===== config.mk =====
export PLATFORM = sky130hd
export DESIGN_NAME = mem_arb_seq
export DESIGN_NICKNAME = d
export VERILOG_FILES = /design/src/rtl/mem_arb_seq.sv
export SDC_FILE = /design/constraint.sdc
export NUM_CORES = 1
export LEC_CHECK = 0
export BUFFER_PORTS_ARGS = -buffer_cell sky130_fd_sc_hd__buf_2
export CAP_MARGIN = 25
export CORE_MARGIN = 8
export CORE_UTILIZATION = 40
export CTS_BUF_LIST = sky130_fd_sc_hd__clkbuf_4 sky130_fd_sc_hd__clkbuf_8 sky130_fd_sc_hd__clkbuf_16
export DETAILED_ROUTE_END_ITERATION = 8
export GPL_TIMING_DRIVEN = 1
export PLACE_DENSITY = 0.64
export SKIP_LAST_GASP = 1
export SYNTH_ARGS = -nofsm -noshare
export SYNTH_HDL_FRONTEND = slang
export SYNTH_SLANG_ARGS = --single-unit

===== constraint.sdc =====
create_clock -name iw_clk -period 2.42 [get_ports iw_clk]
set_input_delay 0.121 -clock iw_clk [delete_from_list [all_inputs] [get_ports iw_clk]]
set_output_delay 0.121 -clock iw_clk [all_outputs]
set_load 0.005 [all_outputs]

===== src/rtl/mem_arb_seq.sv =====
// Sequencer/arbiter for one single-port data memory shared by the
// memory-operation pipeline stage (narrow or two-word wide accesses) and a
// loader/debug DMA requester. Wide accesses are split into lo/hi word cycles
// and the pipeline is held in stall until its access completes.
module mem_arb_seq #(
  parameter int DATA_W       = 24,
  parameter int ADDR_W       = 48,
  parameter int STARVE_LIMIT = 4
) (
  input  logic              iw_clk,
  input  logic              iw_rst_n,
  input  logic              iw_p_req,
  input  logic              iw_p_we,
  input  logic              iw_p_wide,
  input  logic [ADDR_W-1:0] iw_p_addr,
  input  logic [DATA_W-1:0] iw_p_wdata_lo,
  input  logic [DATA_W-1:0] iw_p_wdata_hi,
  output logic [DATA_W-1:0] ow_p_rdata_lo,
  output logic [DATA_W-1:0] ow_p_rdata_hi,
  output logic              ow_p_done,
  output logic              ow_stall,
  input  logic              iw_d_valid,
  output logic              ow_d_ready,
  input  logic              iw_d_we,
  input  logic [ADDR_W-1:0] iw_d_addr,
  input  logic [DATA_W-1:0] iw_d_wdata,
  output logic              ow_d_rvalid,
  output logic [DATA_W-1:0] ow_d_rdata,
  output logic              ow_m_en,
  output logic              ow_m_we,
  output logic [ADDR_W-1:0] ow_m_addr,
  output logic [DATA_W-1:0] ow_m_wdata,
  input  logic [DATA_W-1:0] iw_m_rdata
);

  localparam int CNT_W = $clog2(STARVE_LIMIT + 1);
  localparam logic [CNT_W-1:0] CNT_MAX = CNT_W'(STARVE_LIMIT);

  typedef enum logic [2:0] {IDLE, P_LO, P_HI, P_RD, P_DONE, D_ISS, D_RD} state_t;

  state_t            state, state_nxt;
  logic [CNT_W-1:0]  starve_cnt;
  logic              grant_p, grant_d;
  logic              p_we_q, p_wide_q, d_we_q;
  logic [ADDR_W-1:0] p_addr_q, d_addr_q;
  logic [DATA_W-1:0] p_wlo_q, p_whi_q, d_wdata_q;
  logic [DATA_W-1:0] rdata_lo_q, rdata_hi_q;

  // Starve counter never exceeds the limit, so DMA stays owed until served.
  function automatic logic [CNT_W-1:0] sat_inc(input logic [CNT_W-1:0] c);
    if (c >= CNT_MAX) return CNT_MAX;
    return c + CNT_W'(1);
  endfunction

  assign ow_p_rdata_lo = rdata_lo_q;
  assign ow_p_rdata_hi = rdata_hi_q;
  assign ow_stall      = iw_p_req && !ow_p_done;

  // Arbitration in IDLE: pipeline preferred until DMA has waited STARVE_LIMIT grants.
  always_comb begin
    grant_p = 1'b0;
    grant_d = 1'b0;
    if (state == IDLE) begin
      if (iw_p_req && (!iw_d_valid || starve_cnt < CNT_MAX)) grant_p = 1'b1;
      else if (iw_d_valid)                                   grant_d = 1'b1;
    end
  end

  // Next-state and output decode; outputs are forced low while reset is held
  // so an abandoned access cannot reach the memory on the reset edge.
  always_comb begin
    state_nxt   = state;
    ow_m_en     = 1'b0;
    ow_m_we     = 1'b0;
    ow_m_addr   = '0;
    ow_m_wdata  = '0;
    ow_p_done   = 1'b0;
    ow_d_ready  = 1'b0;
    ow_d_rvalid = 1'b0;
    ow_d_rdata  = '0;
    case (state)
      IDLE: begin
        if (grant_p) begin
          state_nxt = P_LO;
        end else if (grant_d) begin
          ow_d_ready = 1'b1;
          state_nxt  = D_ISS;
        end
      end
      P_LO: begin
        ow_m_en    = 1'b1;
        ow_m_we    = p_we_q;
        ow_m_addr  = p_addr_q;
        ow_m_wdata = p_wlo_q;
        if (p_wide_q)    state_nxt = P_HI;
        else if (p_we_q) state_nxt = P_DONE;
        else             state_nxt = P_RD;
      end
      P_HI: begin
        ow_m_en    = 1'b1;
        ow_m_we    = p_we_q;
        ow_m_addr  = p_addr_q + ADDR_W'(1);
        ow_m_wdata = p_whi_q;
        state_nxt  = p_we_q ? P_DONE : P_RD;
      end
      P_RD: state_nxt = P_DONE;
      P_DONE: begin
        ow_p_done = 1'b1;
        state_nxt = IDLE;
      end
      D_ISS: begin
        ow_m_en    = 1'b1;
        ow_m_we    = d_we_q;
        ow_m_addr  = d_addr_q;
        ow_m_wdata = d_wdata_q;
        state_nxt  = d_we_q ? IDLE : D_RD;
      end
      D_RD: begin
        ow_d_rvalid = 1'b1;
        ow_d_rdata  = iw_m_rdata;
        state_nxt   = IDLE;
      end
      default: state_nxt = IDLE;
    endcase
    if (!iw_rst_n) begin
      ow_m_en     = 1'b0;
      ow_m_we     = 1'b0;
      ow_m_addr   = '0;
      ow_m_wdata  = '0;
      ow_p_done   = 1'b0;
      ow_d_ready  = 1'b0;
      ow_d_rvalid = 1'b0;
      ow_d_rdata  = '0;
    end
  end

  // State register.
  always_ff @(posedge iw_clk) begin
    if (!iw_rst_n) state <= IDLE;
    else           state <= state_nxt;
  end

  // Starve counter: counts pipeline wins over a waiting DMA, clears when DMA
  // is served or not waiting.
  always_ff @(posedge iw_clk) begin
    if (!iw_rst_n) begin
      starve_cnt <= '0;
    end else if (state == IDLE) begin
      if (!iw_d_valid || grant_d) starve_cnt <= '0;
      else if (grant_p)           starve_cnt <= sat_inc(starve_cnt);
    end
  end

  // Request latches, loaded on the accepting IDLE cycle.
  always_ff @(posedge iw_clk) begin
    if (!iw_rst_n) begin
      p_we_q    <= 1'b0;
      p_wide_q  <= 1'b0;
      p_addr_q  <= '0;
      p_wlo_q   <= '0;
      p_whi_q   <= '0;
      d_we_q    <= 1'b0;
      d_addr_q  <= '0;
      d_wdata_q <= '0;
    end else begin
      if (grant_p) begin
        p_we_q   <= iw_p_we;
        p_wide_q <= iw_p_wide;
        p_addr_q <= iw_p_addr;
        p_wlo_q  <= iw_p_wdata_lo;
        p_whi_q  <= iw_p_wdata_hi;
      end
      if (grant_d) begin
        d_we_q    <= iw_d_we;
        d_addr_q  <= iw_d_addr;
        d_wdata_q <= iw_d_wdata;
      end
    end
  end

  // Pipeline read data: cleared on accept, lo captured one cycle after the lo
  // issue, hi (or narrow lo) captured in P_RD; held until the next accept.
  always_ff @(posedge iw_clk) begin
    if (!iw_rst_n) begin
      rdata_lo_q <= '0;
      rdata_hi_q <= '0;
    end else if (grant_p) begin
      rdata_lo_q <= '0;
      rdata_hi_q <= '0;
    end else if (state == P_HI && !p_we_q) begin
      rdata_lo_q <= iw_m_rdata;
    end else if (state == P_RD) begin
      if (p_wide_q) rdata_hi_q <= iw_m_rdata;
      else          rdata_lo_q <= iw_m_rdata;
    end
  end

endmodule


---- Yosys cells after proc, flatten, opt, wreduce, memory -nomap -nowiden ----
Cells that the tools add are included.
storage, ports and cells
  bits in registers ....................... 225
  input bits .............................. 199
  output and inout bits ................... 150
  logic and storage cells ................. 84
operators by class
  add/subtract/negate cells ............... 2
  magnitude comparators ................... 2
  equal/unequal tests ..................... 8
  muxes and demuxes ....................... 41
  bitwise logic cells ..................... 2
  reductions and logical operators ........ 17
operators by type and width
  operator                                                                number
  24-bit two-way mux                                                      6
  48-bit case mux with 3 select lines                                     1
  24-bit case mux with 3 select lines                                     1
  48-bit by 1-bit adder with 48-bit output (second input constant)        1
  48-bit two-way mux                                                      1
  3-bit two-way mux                                                       9
  1-bit two-way mux                                                       21
  3-bit case mux with 5 select lines                                      1
  3-bit equality test (second input constant)                             3
  3-bit by 2-bit equality test with 1-bit output (second input constant)  2
  2-bit AND reduction                                                     2
  2-bit nonzero test                                                      2
  2-bit OR reduction                                                      2
  3-bit by 1-bit adder with 3-bit output (second input constant)          1
  3-bit by 1-bit equality test with 1-bit output (second input constant)  1
  3-bit >= comparator (second input constant)                             1
  1-bit logical AND                                                       3
  1-bit logical NOT                                                       3
  3-bit logical NOT                                                       1
  3-bit less-than comparator (second input constant)                      1
  3-bit != test (second input constant)                                   1
  3-bit AND reduction                                                     1
  3-bit OR reduction                                                      1
  1-bit logical OR                                                        2
  3 further kinds                                                         4

---- Longest topological paths before layout ----
  depth in word-level cells ............... 12
  gate-level depth with buffers ........... 8
  depth with buffers taken out ............ 6

---- Worst setup path after synthesis ----
OpenSTA, ideal clock, no wires.
  path type ............................... flip-flop to output port
  start ................................... register p_addr_q[0]
  end ..................................... output ow_m_addr[46]
  arrival ................................. 1.949 ns
  data required time ...................... 2.299 ns
  slack ................................... 0.350 ns
  stages on the path, launching flop included .. 7
  path buffers ............................ 0
  cells stage by stage .................... dfxtp_1 -> ha_1 -> nand3_1 -> nor4_4 -> nand4_1 -> or4_1 -> nand3_1
between the ends
  cells in the longest elaborated chain, start to end .. 3
RTL lines
  what                                      RTL line  source
  start: declaration                        45        logic [ADDR_W-1:0] p_addr_q, d_addr_q;
  start signal: assignment                  169       p_addr_q <= iw_p_addr;
  48-bit by 1-bit adder with 48-bit output  102       ow_m_addr = p_addr_q + ADDR_W'(1);
  48-bit case mux with 3 select lines       81        case (state)
  48-bit two-way mux                        125       if (!iw_rst_n) begin
  end: declaration                          31        output logic [ADDR_W-1:0] ow_m_addr,
No other way between the ends.

---- Final worst setup path ----
  start ................................... register p_addr_q[14]
  end ..................................... output ow_m_addr[41]
The elaborated chain is that of the path after synthesis.

==> flow_summary.json <==
{
  "status": "finished, violations left",
  "violations": "setup timing",
  "hold_class": "in -> reg",
  "max-slew-margin-rel_pct": 53.7,
  "wl_per_cell_um": 17.8,
  "placed_area_sq_um": 13700,
  "timing.final.ws_setup_ps": -214,
  "comb_power_share_pct": 32.7,
  "htree_levels": 1,
  "min_from": "iw_rst_n",
  "slowest_stage": "or4_4",
  "rsz0062_at_grt": "yes",
  "reg2reg_to": "d_wdata_q[8]",
  "yosys.area.top_type": "dfxtp_1",
  "crit_family": "simple AND/OR/NAND/NOR gates",
  "rows": 61,
  "ys_ff_latch": 225,
  "final_nets": 2241,
  "port_buffers": 348,
  "grt_usage_pct": 24.0,
  "dpl.hpwl_mm": 28.1,
  "vias": 12800,
  "synth_edf_count": 0,
  "yosysUniqueCellTypes": 63,
  "cpPeakStageDelay_ps": 630,
  "grt.overflow.total": 0,
  "ir_drop_mv": 0.635,
  "timing.fmax_mhz": 380,
  "cp_max_fo": 6,
  "numCtsBuffers": 26,
  "drcViolationCount": 0,
  "min_to": "p_addr_q[33]",
  "whs_path_depth": 2,
  "synth.area.top_cells": "dfxtp_1 40%, nand2_1 15%, a21boi_0 12%",
  "ant_nets": 0,
  "syn-cell-area_sq_um": 11300,
  "leakage_uw": 0.00754,
  "ys.flop_type": "dfxtp_1",
  "postSynthNetCount": 1687,
  "design_area_sq_um": 17600,
  "worstSetupPathType": "reg -> out",
  "arrival_ps": 2510,
  "start_util_pct": 40.6,
  "fin_crit_ps": 2630,
  "antenna_found_initial": 1,
  "worst_pin_slew_ps": 695,
  "synth_top_area_share_pct": 39.9,
  "rrSetupSlack_ps": 350,
  "power_uw": 13800,
  "power_density_nw_per_um2": 784,
  "cts_tree": "done",
  "avgViaCountPerCell": 5.24,
  "ff2ff_path_depth": 6,
  "seq_area_frac_synth_pct": 39.9,
  "io_pins": 349,
  "p_int_uw": 9040,
  "clock-skew-final_ps": 21.3,
  "drt-pass1-iter-count": 5,
  "maxSlewViolCount": 0,
  "p_clk_share_pct": 32.8,
  "syn_avg_cell_area_sq_um": 7.60,
  "hold_viol": 0,
  "sw_frac_of_total_pct": 34.4,
  "routed_wl_mm": 43.5,
  "gp_congestion": 0.906,
  "cts_root_buffer": "clkbuf_16",
  "max-cap-violations": 0,
  "endpoint_kind": "output port",
  "min_period_over_period_pct": 109,
  "die_w_um": 184,
  "grt_pass1_wl_mm": 67.3,
  "yosys-top-cells-count": "437 x nand2_1, 225 x dfxtp_1, 175 x a21boi_0, 102 x nor2_1, 93 x clkbuf_1",
  "grt_pass1_vias": 12700,
  "synthToLayoutAreaGrowth_pct": 55.7,
  "synthArstFlopShare_pct": 0,
  "clock_path_buffers": 3,
  "grt_max_degree": 80,
  "placeableCoreArea_sq_um": 27800,
  "cp.required_ps": 2300,
  "design.die.area_sq_um": 33800,
  "yosysMostFrequentCell": "nand2_1",
  "path_buf_inv": 2,
  "setup_viol": 28,
  "netlist_instances": 1485,
  "startpoint_type": "flip-flop",
  "clkTransAtPathRegs_ps": 60,
  "seq_power_share_pct": 34.5,
  "clk_latency_ps": 530,
  "n_fill_cell": 2334,
  "die_y_um": 184,
  "clkSinkCount": 225,
  "reg2reg_from": "state[2]",
  "drt_iter0_drc": 809,
  "cp_cell_sequence": "nand4_4 -> or4_4 -> buf_6 -> nor4_4 -> xnor2_1 -> o22ai_1 -> buf_2",
  "drive_gt1_share_pct": 29.4,
  "power_switching_uw": 4730,
  "yosys_warnings": 0
}
## layout make-up
class	count	area (sq um)	area share, %
well taps	378	473	2.69
flip-flops and latches	225	4560	26.0
diodes	3	7.51	0.0427
clock buffers	34	747	4.25
repair buffers	651	4750	27.0
multi-input cells	1125	6740	38.4
clock inverters	14	249	1.42
inverters	10	41.3	0.235
## cell usage in the layout (no fill, tap or decap), types with 5 or more instances in the layout
| master | count |
|---|---|
| nand2_1 | 435 |
| buf_2 | 346 |
| dfxtp_1 | 198 |
| dlygate4sd3_1 | 195 |
| a21boi_0 | 175 |
| nor2_1 | 99 |
| buf_4 | 84 |
| a21oi_1 | 66 |
| mux2i_1 | 40 |
| and2_1 | 32 |
| a22oi_1 | 31 |
| clkbuf_16 | 29 |
| nand3_1 | 21 |
| nand4_1 | 18 |
| o21ai_0 | 17 |
| dfxtp_2 | 17 |
| nor4_4 | 15 |
| xnor2_1 | 14 |
| o22ai_1 | 13 |
| buf_6 | 12 |
| buf_12 | 11 |
| dfxtp_4 | 10 |
| and3_1 | 9 |
| inv_1 | 9 |
| nor3_1 | 9 |
| bufinv_16 | 7 |
| and4_1 | 6 |
| a31oi_1 | 6 |
| or3_1 | 6 |
| nor2b_1 | 6 |
| clkinv_2 | 6 |
| nand3_4 | 5 |
| or3_4 | 5 |
| o211ai_1 | 5 |
## sequential cells by signal, summed over array words and instances, names as in the netlist
name           cells
d_addr_q          48
d_wdata_q         24
d_we_q             1
ow_p_rdata_hi     24
ow_p_rdata_lo     24
p_addr_q          48
p_we_q             1
p_whi_q           24
p_wide_q           1
p_wlo_q           24
starve_cnt         3
state              3
## worst max-delay path by stage
stage                 start            end  slack (ps)  depth (start not counted)
2_1_floorplan   p_addr_q[0]  ow_m_addr[46]         350                          6
3_3_place_gp    p_addr_q[5]  ow_m_addr[46]          80                          7
3_5_place_dp    p_addr_q[5]  ow_m_addr[22]          50                          8
4_1_cts         p_addr_q[1]  ow_m_addr[22]        -220                          8
5_1_grt        p_addr_q[11]  ow_m_addr[44]        -320                          8
6_report       p_addr_q[14]  ow_m_addr[41]        -210                          7
## power by group through the flow
stage,logic [uW],registers (uW),clock network (uW)
finish,4500,4750,4520
global route,4910,4820,4760
CTS,4190,4720,4570
detailed placement,3860,4780,0
global placement,3820,4760,0
floorplan,2400,4630,0
## per-stage QoR
stage	utilization [%]	hold slack [ps]	setup WS [ps]	TNS [ps]	instances
2_1_floorplan	-	257	350	0	1485
5_1_grt	63.2	18.3	-316	-6690	2438
3_5_place_dp	49.2	378	54.6	0	2161
3_3_place_gp	49.2	373	79.4	0	2161
6_report	63.2	31.5	-214	-3600	2440
4_1_cts	61.6	3.15	-224	-4770	2419
## layer usage
layer	track usage (%)	routed length (um)	vias to the layer above
met5	0	0	-
met4	7.58	1430	0
met1	30.4	18000	5981
li1	-	-	6159
met2	40.5	20600	544
met3	4.82	3450	99
## cells by family (layout without fill, tap and decap cells)
| family | count (synthesis) | in the layout | synth area share (%) |
|---|---|---|---|
| AOI/OAI and AO/OA | 358 | 358 | 21.9 |
| xor gates and xnor gates | 17 | 17 | 1.32 |
| adders and majority gates | 3 | 3 | 0.333 |
| buffers and inverters | 135 | 709 | 5.05 |
| DFF | 225 | 225 | 39.9 |
| muxes | 42 | 42 | 3.75 |
| other | 0 | 3 | 0 |
| and+or+nand+nor | 705 | 705 | 27.7 |
## timing repair
item | 4_1_cts | 5_1_grt
setup endpoints to repair | 73 | 71
buffers inserted | 14 | 16
hold buffers | 195 | 0
pin swaps | 26 | 51
cloned | 1 | 2
endpoints found under the hold margin | 219 | 0
resized for setup | 85 | 63
No activity file was read; power rests on OpenSTA's default activity.
